===== src/rtl/ram_fifo_ctrl.sv =====
// ram_fifo_ctrl: first-word-fall-through FIFO controller around one
// ram_simple_dual instance. The RAM's registered dob is the output register.
// Optional feature: define RAM_FIFO_CTRL_AFULL_EN to build the almost_full
// comparator; otherwise almost_full is tied low.
module ram_fifo_ctrl #(
    parameter int DATA_WIDTH   = 8,
    parameter int ADDR_WIDTH   = 5,
    parameter int AFULL_THRESH = 2**ADDR_WIDTH - 2
) (
    input  logic                  clk,
    input  logic                  rst_n,
    input  logic                  flush,
    input  logic                  in_valid,
    output logic                  in_ready,
    input  logic [DATA_WIDTH-1:0] in_data,
    output logic                  out_valid,
    input  logic                  out_ready,
    output logic [DATA_WIDTH-1:0] out_data,
    output logic [ADDR_WIDTH:0]   level,
    output logic                  almost_full,
    output logic                  ram_ena,
    output logic                  ram_wea,
    output logic [ADDR_WIDTH-1:0] ram_addra,
    output logic [DATA_WIDTH-1:0] ram_dia,
    output logic                  ram_enb,
    output logic [ADDR_WIDTH-1:0] ram_addrb,
    input  logic [DATA_WIDTH-1:0] ram_dob
);

    // RAM holds exactly DEPTH entries; the head register adds one more.
    localparam logic [ADDR_WIDTH:0] DEPTH_C = {1'b1, {ADDR_WIDTH{1'b0}}};
    localparam logic [ADDR_WIDTH:0] ZERO_C  = '0;

    logic [ADDR_WIDTH-1:0] wr_ptr;
    logic [ADDR_WIDTH-1:0] rd_ptr;
    logic [ADDR_WIDTH:0]   ram_cnt;
    logic                  out_valid_q;
    logic                  push;
    logic                  pop;
    logic                  rd;

    // in_ready looks only at registered occupancy and flush, never out_ready,
    // so a full FIFO cannot pass a word through in the same cycle.
    assign in_ready = (ram_cnt != DEPTH_C) && !flush;
    assign push     = in_valid && in_ready;
    assign pop      = out_valid_q && out_ready;
    // Prefetch into dob whenever the head slot is empty or being consumed.
    // ram_cnt excludes this cycle's push, so rd never hits the write address.
    assign rd       = (ram_cnt != ZERO_C) && (!out_valid_q || out_ready) && !flush;

    assign ram_ena   = push;
    assign ram_wea   = push;
    assign ram_addra = wr_ptr;
    assign ram_dia   = in_data;
    assign ram_enb   = rd;
    assign ram_addrb = rd_ptr;

    assign out_valid = out_valid_q;
    assign out_data  = ram_dob;
    assign level     = ram_cnt + {{ADDR_WIDTH{1'b0}}, out_valid_q};

`ifdef RAM_FIFO_CTRL_AFULL_EN
    localparam logic [ADDR_WIDTH:0] AFULL_C = AFULL_THRESH[ADDR_WIDTH:0];
    assign almost_full = (level >= AFULL_C);
`else
    assign almost_full = 1'b0;
`endif

    // Pointers wrap naturally; flush and reset clear them to the same state.
    always_ff @(posedge clk or negedge rst_n) begin
        if (!rst_n) begin
            wr_ptr <= '0;
            rd_ptr <= '0;
        end else if (flush) begin
            wr_ptr <= '0;
            rd_ptr <= '0;
        end else begin
            if (push) wr_ptr <= wr_ptr + 1'b1;
            if (rd)   rd_ptr <= rd_ptr + 1'b1;
        end
    end

    // RAM occupancy: simultaneous push and read cancel out.
    always_ff @(posedge clk or negedge rst_n) begin
        if (!rst_n) begin
            ram_cnt <= '0;
        end else if (flush) begin
            ram_cnt <= '0;
        end else begin
            case ({push, rd})
                2'b10:   ram_cnt <= ram_cnt + 1'b1;
                2'b01:   ram_cnt <= ram_cnt - 1'b1;
                default: ram_cnt <= ram_cnt;
            endcase
        end
    end

    // Head valid: a read reloads dob, otherwise a pop empties it.
    always_ff @(posedge clk or negedge rst_n) begin
        if (!rst_n) begin
            out_valid_q <= 1'b0;
        end else if (flush) begin
            out_valid_q <= 1'b0;
        end else if (rd) begin
            out_valid_q <= 1'b1;
        end else if (pop) begin
            out_valid_q <= 1'b0;
        end
    end

endmodule


===== config.mk =====
export PLATFORM = sky130hd
export DESIGN_NAME = ram_fifo_ctrl
export DESIGN_NICKNAME = d
export VERILOG_FILES = /design/src/rtl/ram_fifo_ctrl.sv
export SDC_FILE = /design/constraint.sdc
export NUM_CORES = 1
export LEC_CHECK = 0
export BUFFER_PORTS_ARGS = -buffer_cell sky130_fd_sc_hd__buf_4
export CAP_MARGIN = 10
export CORE_ASPECT_RATIO = 0.75
export CORE_UTILIZATION = 46
export CTS_CLUSTER_DIAMETER = 30
export CTS_CLUSTER_SIZE = 40
export DETAILED_ROUTE_END_ITERATION = 8
export PLACE_DENSITY = 0.9
export SYNTH_ARGS = -nofsm -noshare
export SYNTH_HDL_FRONTEND = slang
export SYNTH_SLANG_ARGS = --single-unit

===== constraint.sdc =====
create_clock -name clk -period 3.3 [get_ports clk]
set_clock_uncertainty 0.15 [all_clocks]
set_input_delay 0.165 -clock clk [delete_from_list [all_inputs] [get_ports clk]]
set_output_delay 0.165 -clock clk [all_outputs]
set_load 0.01 [all_outputs]

# ---- After elaboration in Yosys (flattened, before gate mapping)
# Index checks and enable logic that the tools add are counted.
dict set report totals {
  register_bits 17
}
dict set report op_classes {
  addsub 5
  eq_ne 3
  muxes 9
  n_reduce_logical 13
}
# operator n
set ops {}
lappend ops {{5-bit two-way mux} 4}
lappend ops {{6-bit case mux with 2 select lines} 1}
lappend ops {{5-bit by 1-bit adder with 5-bit output, second input constant} 2}
lappend ops {{6-bit by 1-bit adder with 6-bit output} 1}
lappend ops {{6-bit by 1-bit adder with 6-bit output, second input constant} 1}
lappend ops {{6-bit two-way mux} 1}
lappend ops {{6-bit != test, second input constant} 1}
lappend ops {{3-bit nonzero test} 2}
lappend ops {{6-bit nonzero test} 1}
lappend ops {{6-bit by 1-bit subtractor with 6-bit output, second input constant} 1}
lappend ops {{1-bit logical AND} 5}
lappend ops {{2-bit nonzero test} 2}
lappend ops {{1-bit two-way mux} 3}
lappend ops {{2-bit by 1-bit == test with 1-bit output, second input constant} 1}
lappend ops {{2-bit == test, second input constant} 1}
lappend ops {{1-bit zero test} 2}
lappend ops {{1-bit logical OR} 1}

# ---- Depth between registers and ports, before layout
# Gate-level depths: netlist of run 1.
dict set report depth {
  word_depth 7
  mapped_depth 10
  ltp_nobuf 9
}

# ---- Worst setup path after synthesis of run 1
# Ideal clock, no wire load.
dict set report synth_timing {
  path_kind {register -> register}
  startpoint {register ram_cnt[0]}
  endpoint {register ram_cnt[5]}
  arrival_time_ns 2.701
  t_required_ns 3.022
  setup_slack_ns 0.322
  path_stages_with_launch 10
  path_cell_list {dfrtp_1 -> nor2_1 -> a31oi_2 -> nor3_1 -> ha_1 -> a211oi_1 -> o21bai_1 -> a21oi_1 -> mux2i_1 -> mux2_1}
}
dict set report synth_via {
  elab_chain_len 6
  elab_cells_between_ends 13
}
# element line
set synth_rtl {}
lappend synth_rtl {{start, declared} 36} ;# logic [ADDR_WIDTH:0] ram_cnt;
lappend synth_rtl {{start signal, assigned} 91} ;# 2'b10: ram_cnt <= ram_cnt + 1'b1;
lappend synth_rtl {{start signal, assigned} 92} ;# 2'b01: ram_cnt <= ram_cnt - 1'b1;
lappend synth_rtl {{start signal, assigned} 93} ;# default: ram_cnt <= ram_cnt;
lappend synth_rtl {{parallel branches: the longest is 6 deep, another holds 6-bit by 1-bit subtractor with 6-bit output} -}
# Parallel ways; which one is timed is not known.
# A chain may end at the register's enable or synchronous reset.

# ---- Worst setup path after layout of run 1
dict set report layout_timing {
  startpoint {register ram_cnt[2]}
  endpoint {register ram_cnt[5]}
}
# Same word-level chain as after synthesis.

==> flow_summary.yaml, run 1 <==
logic_synthesis:
  synth.most_common_cell: "sky130_fd_sc_hd__buf_4"
  synth.lib_cells_used.distinct: 36
  synth_compound_gate_area_share: 0.103
  syn_area_per_cell_um2: 9.75
  post_synth_fa_ha_maj_area_fraction: 0.0963
  synthesis.nets: 158
  synth-seq-cells: 17
  synth-seq-area-share: 0.341
  synth_top_family_by_area: "simple AND/OR/NAND/NOR gates"
  postSynthCellCount: 128
  post_synthesis_share_of_cell_area_spent_on_and_or_nand_and_nor_gates: 0.154
  area_leader_netlist: "sky130_fd_sc_hd__dfrtp_1"
  yosysWarnings: 0
  synth_edf_count: 0
  synthMuxAreaShare: 0.0572
  ys_top_cells_by_area: "sky130_fd_sc_hd__dfrtp_1 (34%), sky130_fd_sc_hd__buf_4 (11%), sky130_fd_sc_hd__ha_1 (8.0%)"
  synth_xor_area_frac: 0.112
  synth_async_sr_flop_share: 1.00
  synth_area_mm2: 0.00125
  synth.top_cells.by_count: "sky130_fd_sc_hd__buf_4 (19), sky130_fd_sc_hd__nor2_1 (18), sky130_fd_sc_hd__dfrtp_1 (17)"
  postSynth.topFlopCell: "sky130_fd_sc_hd__dfrtp_1"
  synth_largest_type_area_fraction: 0.341
clock_network:
  cts_root_buffer: "sky130_fd_sc_hd__clkbuf_4"
  clock_latency_ns: 0.29
  cts_inserted_buffers: 3
  clkTransAtPathRegs_ns: 0.10
  cts_buffer_depth: 2
  clock_sinks: 17
  cts_tree: "yes"
  h-tree-depth: 1
floorplan:
  placement_row_count: 15
  die_y_um: 47.1
  io-pin-count: 59
  core_area_mm2: 0.00242
  floorplan.die_area_mm2: 0.00293
  initial_utilization: 0.515
  die_width_um: 62.1
routing:
  viasPerCell: 5.51
  drt_first_iter_violations: 43
  routed_wire_length_per_instance_um: 14.4
  remaining_design_rule_violation_count: 0
  ant_nets: 0
  via_count: 943
  drt_pre_antenna_iters: 4
  wirelength_um: 2470
sta:
  maxSlewHeadroom: 0.598
  min_period_over_period: 0.937
  report.final.slew_viol_count: 0
  max_slew.worst_pin.slew_ns: 0.598
  setup_viol_count_final: 0
  finalSetupTns_ns: 0
  rsz_0062_raised_after_global_routing: "false"
  timing_hold_violations_final: 0
  max_freq_mhz: 323
  period_needed_ns: 3.09
global_route:
  grt-ovfl-total: 0
  groute.usage.overall: 0.177
  grt_pass1_wl_um: 3880
  first_global_vias: 838
  largest_net_degree_at_the_start_of_global_routing: 23
  grt_antenna_before_repair: 0
critical_path:
  worst-endpoint-arrival_ns: 3.13
  worstPathRequired_ns: 3.34
  critPathMaxFanout: 8
  crit_type: "reg -> reg"
  worstSetupStartpointType: "register"
  cp-end-kind: "register"
  ff2ff_setup_slack_ns: 0.21
hold_path:
  min-delay-path-class: "in -> reg"
pwr:
  report.power.total_mw: 1.02
  static-leakage-power_nw: 0.707
  pwr_density_cell_mw_per_mm2: 748
  irDropWorstVdd_uv: 349
placed_design:
  hpwl_um: 1840
  io_buffer_count: 25
  placer_congestion_estimate: 0.903
cells_and_area:
  finish.utilization: 0.564
  antenna_cells: 0
  layout_cells_sized_above_1: 0.263
  final_net_count: 168
  area_of_the_multi_input_gates_um2: 662
  fillCellCount: 212
  area_growth_syn_to_layout_pct: 9.43
  ff_latch_area_um2: 425
flow_run:
  cap_viol_max_count: 0
outcome:
  run_status: "completed"
critical path, stage by stage (launching register included):
cell                       delay (ns)
sky130_fd_sc_hd__dfrtp_1         0.50
sky130_fd_sc_hd__or3_4           0.45
sky130_fd_sc_hd__o31ai_4         0.31
sky130_fd_sc_hd__nor3_2          0.15
sky130_fd_sc_hd__ha_1            0.31
sky130_fd_sc_hd__a211oi_1        0.25
sky130_fd_sc_hd__o21bai_1        0.10
sky130_fd_sc_hd__a21oi_1         0.19
sky130_fd_sc_hd__mux2i_1         0.23
sky130_fd_sc_hd__mux2_1          0.33
per-layer routing:
metal | global-route usage | up-vias | routed length (um)
li1 | - | 438 | -
met1 | 0.199 | 462 | 1100
met2 | 0.323 | 33 | 1180
met3 | 0.0388 | 10 | 137
met4 | 0.116 | 0 | 53
met5 | 0 | - | 0
power by group:
part	internal, mW	switching [mW]	total (mW)
logic	0.276	0.300	0.576
registers	0.251	0.0813	0.332
clock network	0.0470	0.0661	0.113
total	0.574	0.447	1.02
through the flow:
stage | instances | worst slack (ns) | instance area [um^2] | hold WS (ns)
4_1_cts | 171 | 0.133 | 1360 | 0.0345
3_3_place_gp | 166 | 0.315 | 1320 | -0.111
6_report | 171 | 0.207 | 1370 | 0.0473
3_5_place_dp | 166 | 0.183 | 1320 | -0.108
5_1_grt | 171 | 0.0189 | 1370 | 0.0619
2_1_floorplan | 128 | 0.322 | 1250 | -0.281
logic make-up (layout without fill, tap and decap cells):
family	after synthesis	count (layout)
AO/OA/AOI/OAI	16	16
multiplexers	7	7
adder cells (fa/ha/maj)	9	9
other	1	1
flip-flops	17	17
XOR/XNOR	16	16
buffers and inverters	23	32
AND/OR/NAND/NOR	39	39
path summary, 6_finish.rpt:
path	start	endpoint	cells after the start
setup / recovery	ram_cnt[2]	ram_cnt[5]	9
hold / removal	flush	ram_addrb[1]	2
setup reg to reg	ram_cnt[2]	ram_cnt[5]	9
hold reg to reg	ram_addrb[4]	ram_addrb[4]	2
max in group asynchronous	rst_n	ram_addra[0]	2
min in group asynchronous	rst_n	out_valid	2
state kept, by name (all words and copies together), names as in the netlist:
signal and cells:
ram_addrb 5, ram_cnt 6, ram_addra 5, out_valid 1
cells in the final DEF (no fill, tap or decap), drive strengths merged, types with 2 or more instances in the layout:
cell type,n
a21o,2
a21oi,4
buf,26
nor2,18
nand3,3
o211ai,2
xor2,10
nand4,4
nor3,2
ha,8
xnor2,6
dfrtp,17
mux2i,6
clkbuf,4
nand2,4
nor2b,2
a31oi,3
what timing repair did:
item,4_1_cts,5_1_grt
gates resized for setup,0,1
hold buffers,1,0
endpoints found under the hold margin,17,0
setup endpoints to repair,0,1
buffers inserted,0,0
layout make-up:
| cell class | count | share of cell area |
|---|---|---|
| Multi-Input combinational cell | 88 | 0.485 |
| Inverter | 1 | 0.00275 |
| Tap cell | 34 | 0.0312 |
| Clock buffer | 4 | 0.0192 |
| Sequential cell | 17 | 0.312 |
| Timing Repair Buffer | 27 | 0.150 |
Note: power is estimated with default switching activity, not from simulation.
==> run 2: changes to the inputs <==
Settings changed: CORE_ASPECT_RATIO 0.75 to 0.6.
==> flow_summary.yaml, run 2 (synthesis results as in run 1) <==
global_route:
  globalRouteMet1Util: 0.216
  top_usage_layer: "met2"
  groute.usage.overall: 0.193
  grt_pass1_wl_um: 4280
  groute.layer.met2.usage: 0.322
  largest_net_degree_at_the_start_of_global_routing: 23
  groute.layer.met3.usage: 0.0673
  grt_antenna_before_repair: 0
  grt-ovfl-total: 0
  first_global_vias: 941
sta:
  report.final.slew_viol_count: 0
  max_freq_mhz: 323
  rsz_0062_raised_after_global_routing: "false"
  setup_viol_count_final: 0
  worst_slack_ns: 0.204
  max_slew.worst_pin.slew_ns: 0.560
  maxSlewHeadroom: 0.623
  min_period_over_period: 0.938
  timing_hold_violations_final: 0
  period_needed_ns: 3.10
  finalSetupTns_ns: 0
clock_network:
  h-tree-depth: 1
  cts_root_buffer: "sky130_fd_sc_hd__clkbuf_8"
  cts_buffer_depth: 2
  clock_latency_ns: 0.26
  cts_inserted_buffers: 3
  post_cts.repair.setup_buffers: 0
  cts_tree: "yes"
  clkTransAtPathRegs_ns: 0.07
  clock_sinks: 17
cells_and_area:
  antenna_cells: 0
  final_net_count: 168
  flip_flop_count_of_the_largest_register_after_layout: 6
  area_growth_syn_to_layout_pct: 10.7
  finish.utilization: 0.544
  registers.top_by_ff_count: "ram_cnt"
  layout.cells.most_common_list: "sky130_fd_sc_hd__buf_4 (26), sky130_fd_sc_hd__nor2_1 (18), sky130_fd_sc_hd__dfrtp_1 (17), sky130_fd_sc_hd__xor2_1 (10), sky130_fd_sc_hd__ha_1 (8)"
  layout_cells_sized_above_1: 0.263
  mostFrequentLayoutCell: "sky130_fd_sc_hd__buf_4"
routing:
  routed_wire_length_per_instance_um: 14.9
  remaining_design_rule_violation_count: 0
  via_count: 929
  ant_nets: 0
  viasPerCell: 5.50
  wirelength_um: 2510
  drt_pre_antenna_iters: 4
  drt_first_iter_violations: 61
critical_path:
  reg2regPathDepth: 9
  r2r_start: "ram_cnt[3]"
  critical_path.startpoint: "ram_cnt[3]"
  crit_type: "reg -> reg"
  crit-reg2reg-capture: "ram_cnt[5]"
  worst-endpoint-arrival_ns: 3.08
  ff2ff_setup_slack_ns: 0.20
  cp-end-kind: "register"
  worstSetupStartpointType: "register"
  critPathMaxFanout: 8
  worstPathRequired_ns: 3.28
  cp-endpoint: "ram_cnt[5]"
hold_path:
  hold_path.startpoint: "flush"
  min-delay-path-class: "in -> reg"
floorplan:
  initial_utilization: 0.491
  core_area_mm2: 0.00254
  floorplan.die_area_mm2: 0.00293
  io-pin-count: 59
  die_width_um: 69.2
  die_y_um: 42.3
  placement_row_count: 14
pwr:
  irDropWorstVdd_uv: 255
  pwr_density_cell_mw_per_mm2: 766
  static-leakage-power_nw: 0.715
placed_design:
  hpwl_um: 1880
  io_buffer_count: 25
  preCtsSetupSlack_ns: 0.145
  placer_congestion_estimate: 0.832
outcome:
  run_status: "completed"
flow_run:
  cap_viol_max_count: 0
-- run 2: cell types whose count changed in the layout (fill, tap and decap cells not counted) --
cell,delta
sky130_fd_sc_hd__clkbuf_4,-3
sky130_fd_sc_hd__clkbuf_8,+3
-- run 2: layout make-up --
| cell class | instances | area, um^2 |
|---|---|---|
| Clock buffer | 4 | 45.0 |
| Inverter | 1 | 3.75 |
| Tap cell | 32 | 40.0 |
| Timing Repair Buffer | 27 | 205 |
| Fill cell | 221 | 1160 |
| Multi-Input combinational cell | 88 | 662 |
| Sequential cell | 17 | 425 |
-- run 2: power breakdown --
group | internal, mW | switching (mW)
sequential | 0.251 | 0.0814
clock | 0.0858 | 0.0735
combinational | 0.276 | 0.290
-- run 2: through the flow --
step	hold WS, ns	area, um^2	std cells	power [mW]
after floorplan	-0.281	1250	128	0.740
after global placement	-0.109	1320	164	0.864
after detailed placement	-0.106	1320	164	0.901
after CTS	0.0921	1380	169	1.06
after global routing	0.116	1380	169	1.14
final	0.0943	1380	169	1.06
-- run 2: worst min path at each step --
| stage | to | slack, ns | cells past startpoint |
|---|---|---|---|
| floorplan | out_valid | -0.28 | 0 |
| global placement | out_valid | -0.11 | 1 |
| detailed placement | out_valid | -0.11 | 1 |
| CTS | ram_addra[4] | 0.09 | 2 |
| global route | ram_addra[0] | 0.12 | 2 |
| finish | ram_addra[4] | 0.09 | 2 |
-- run 2: routing by layer --
layer / vias up / share of wire
met4: 0 / 0.018
li1: 440 / -
met1: 446 / 0.44
met3: 6 / 0.072
met5: - / 0
met2: 37 / 0.47
-- run 2: worst max-delay path, cell delays in order (launching register included) --
cell                       delay [ns]
sky130_fd_sc_hd__dfrtp_1         0.50
sky130_fd_sc_hd__or3_4           0.43
sky130_fd_sc_hd__o31ai_4         0.29
sky130_fd_sc_hd__nor3_2          0.15
sky130_fd_sc_hd__ha_1            0.31
sky130_fd_sc_hd__a211oi_1        0.29
sky130_fd_sc_hd__o21bai_1        0.11
sky130_fd_sc_hd__a21oi_1         0.19
sky130_fd_sc_hd__mux2i_1         0.22
sky130_fd_sc_hd__mux2_1          0.33
-- run 2: what timing repair did --
item,in CTS,in global routing
gates resized for setup,0,1
endpoints found under the hold margin,17,0
endpoints found under the setup margin,0,1
hold buffers,1,0
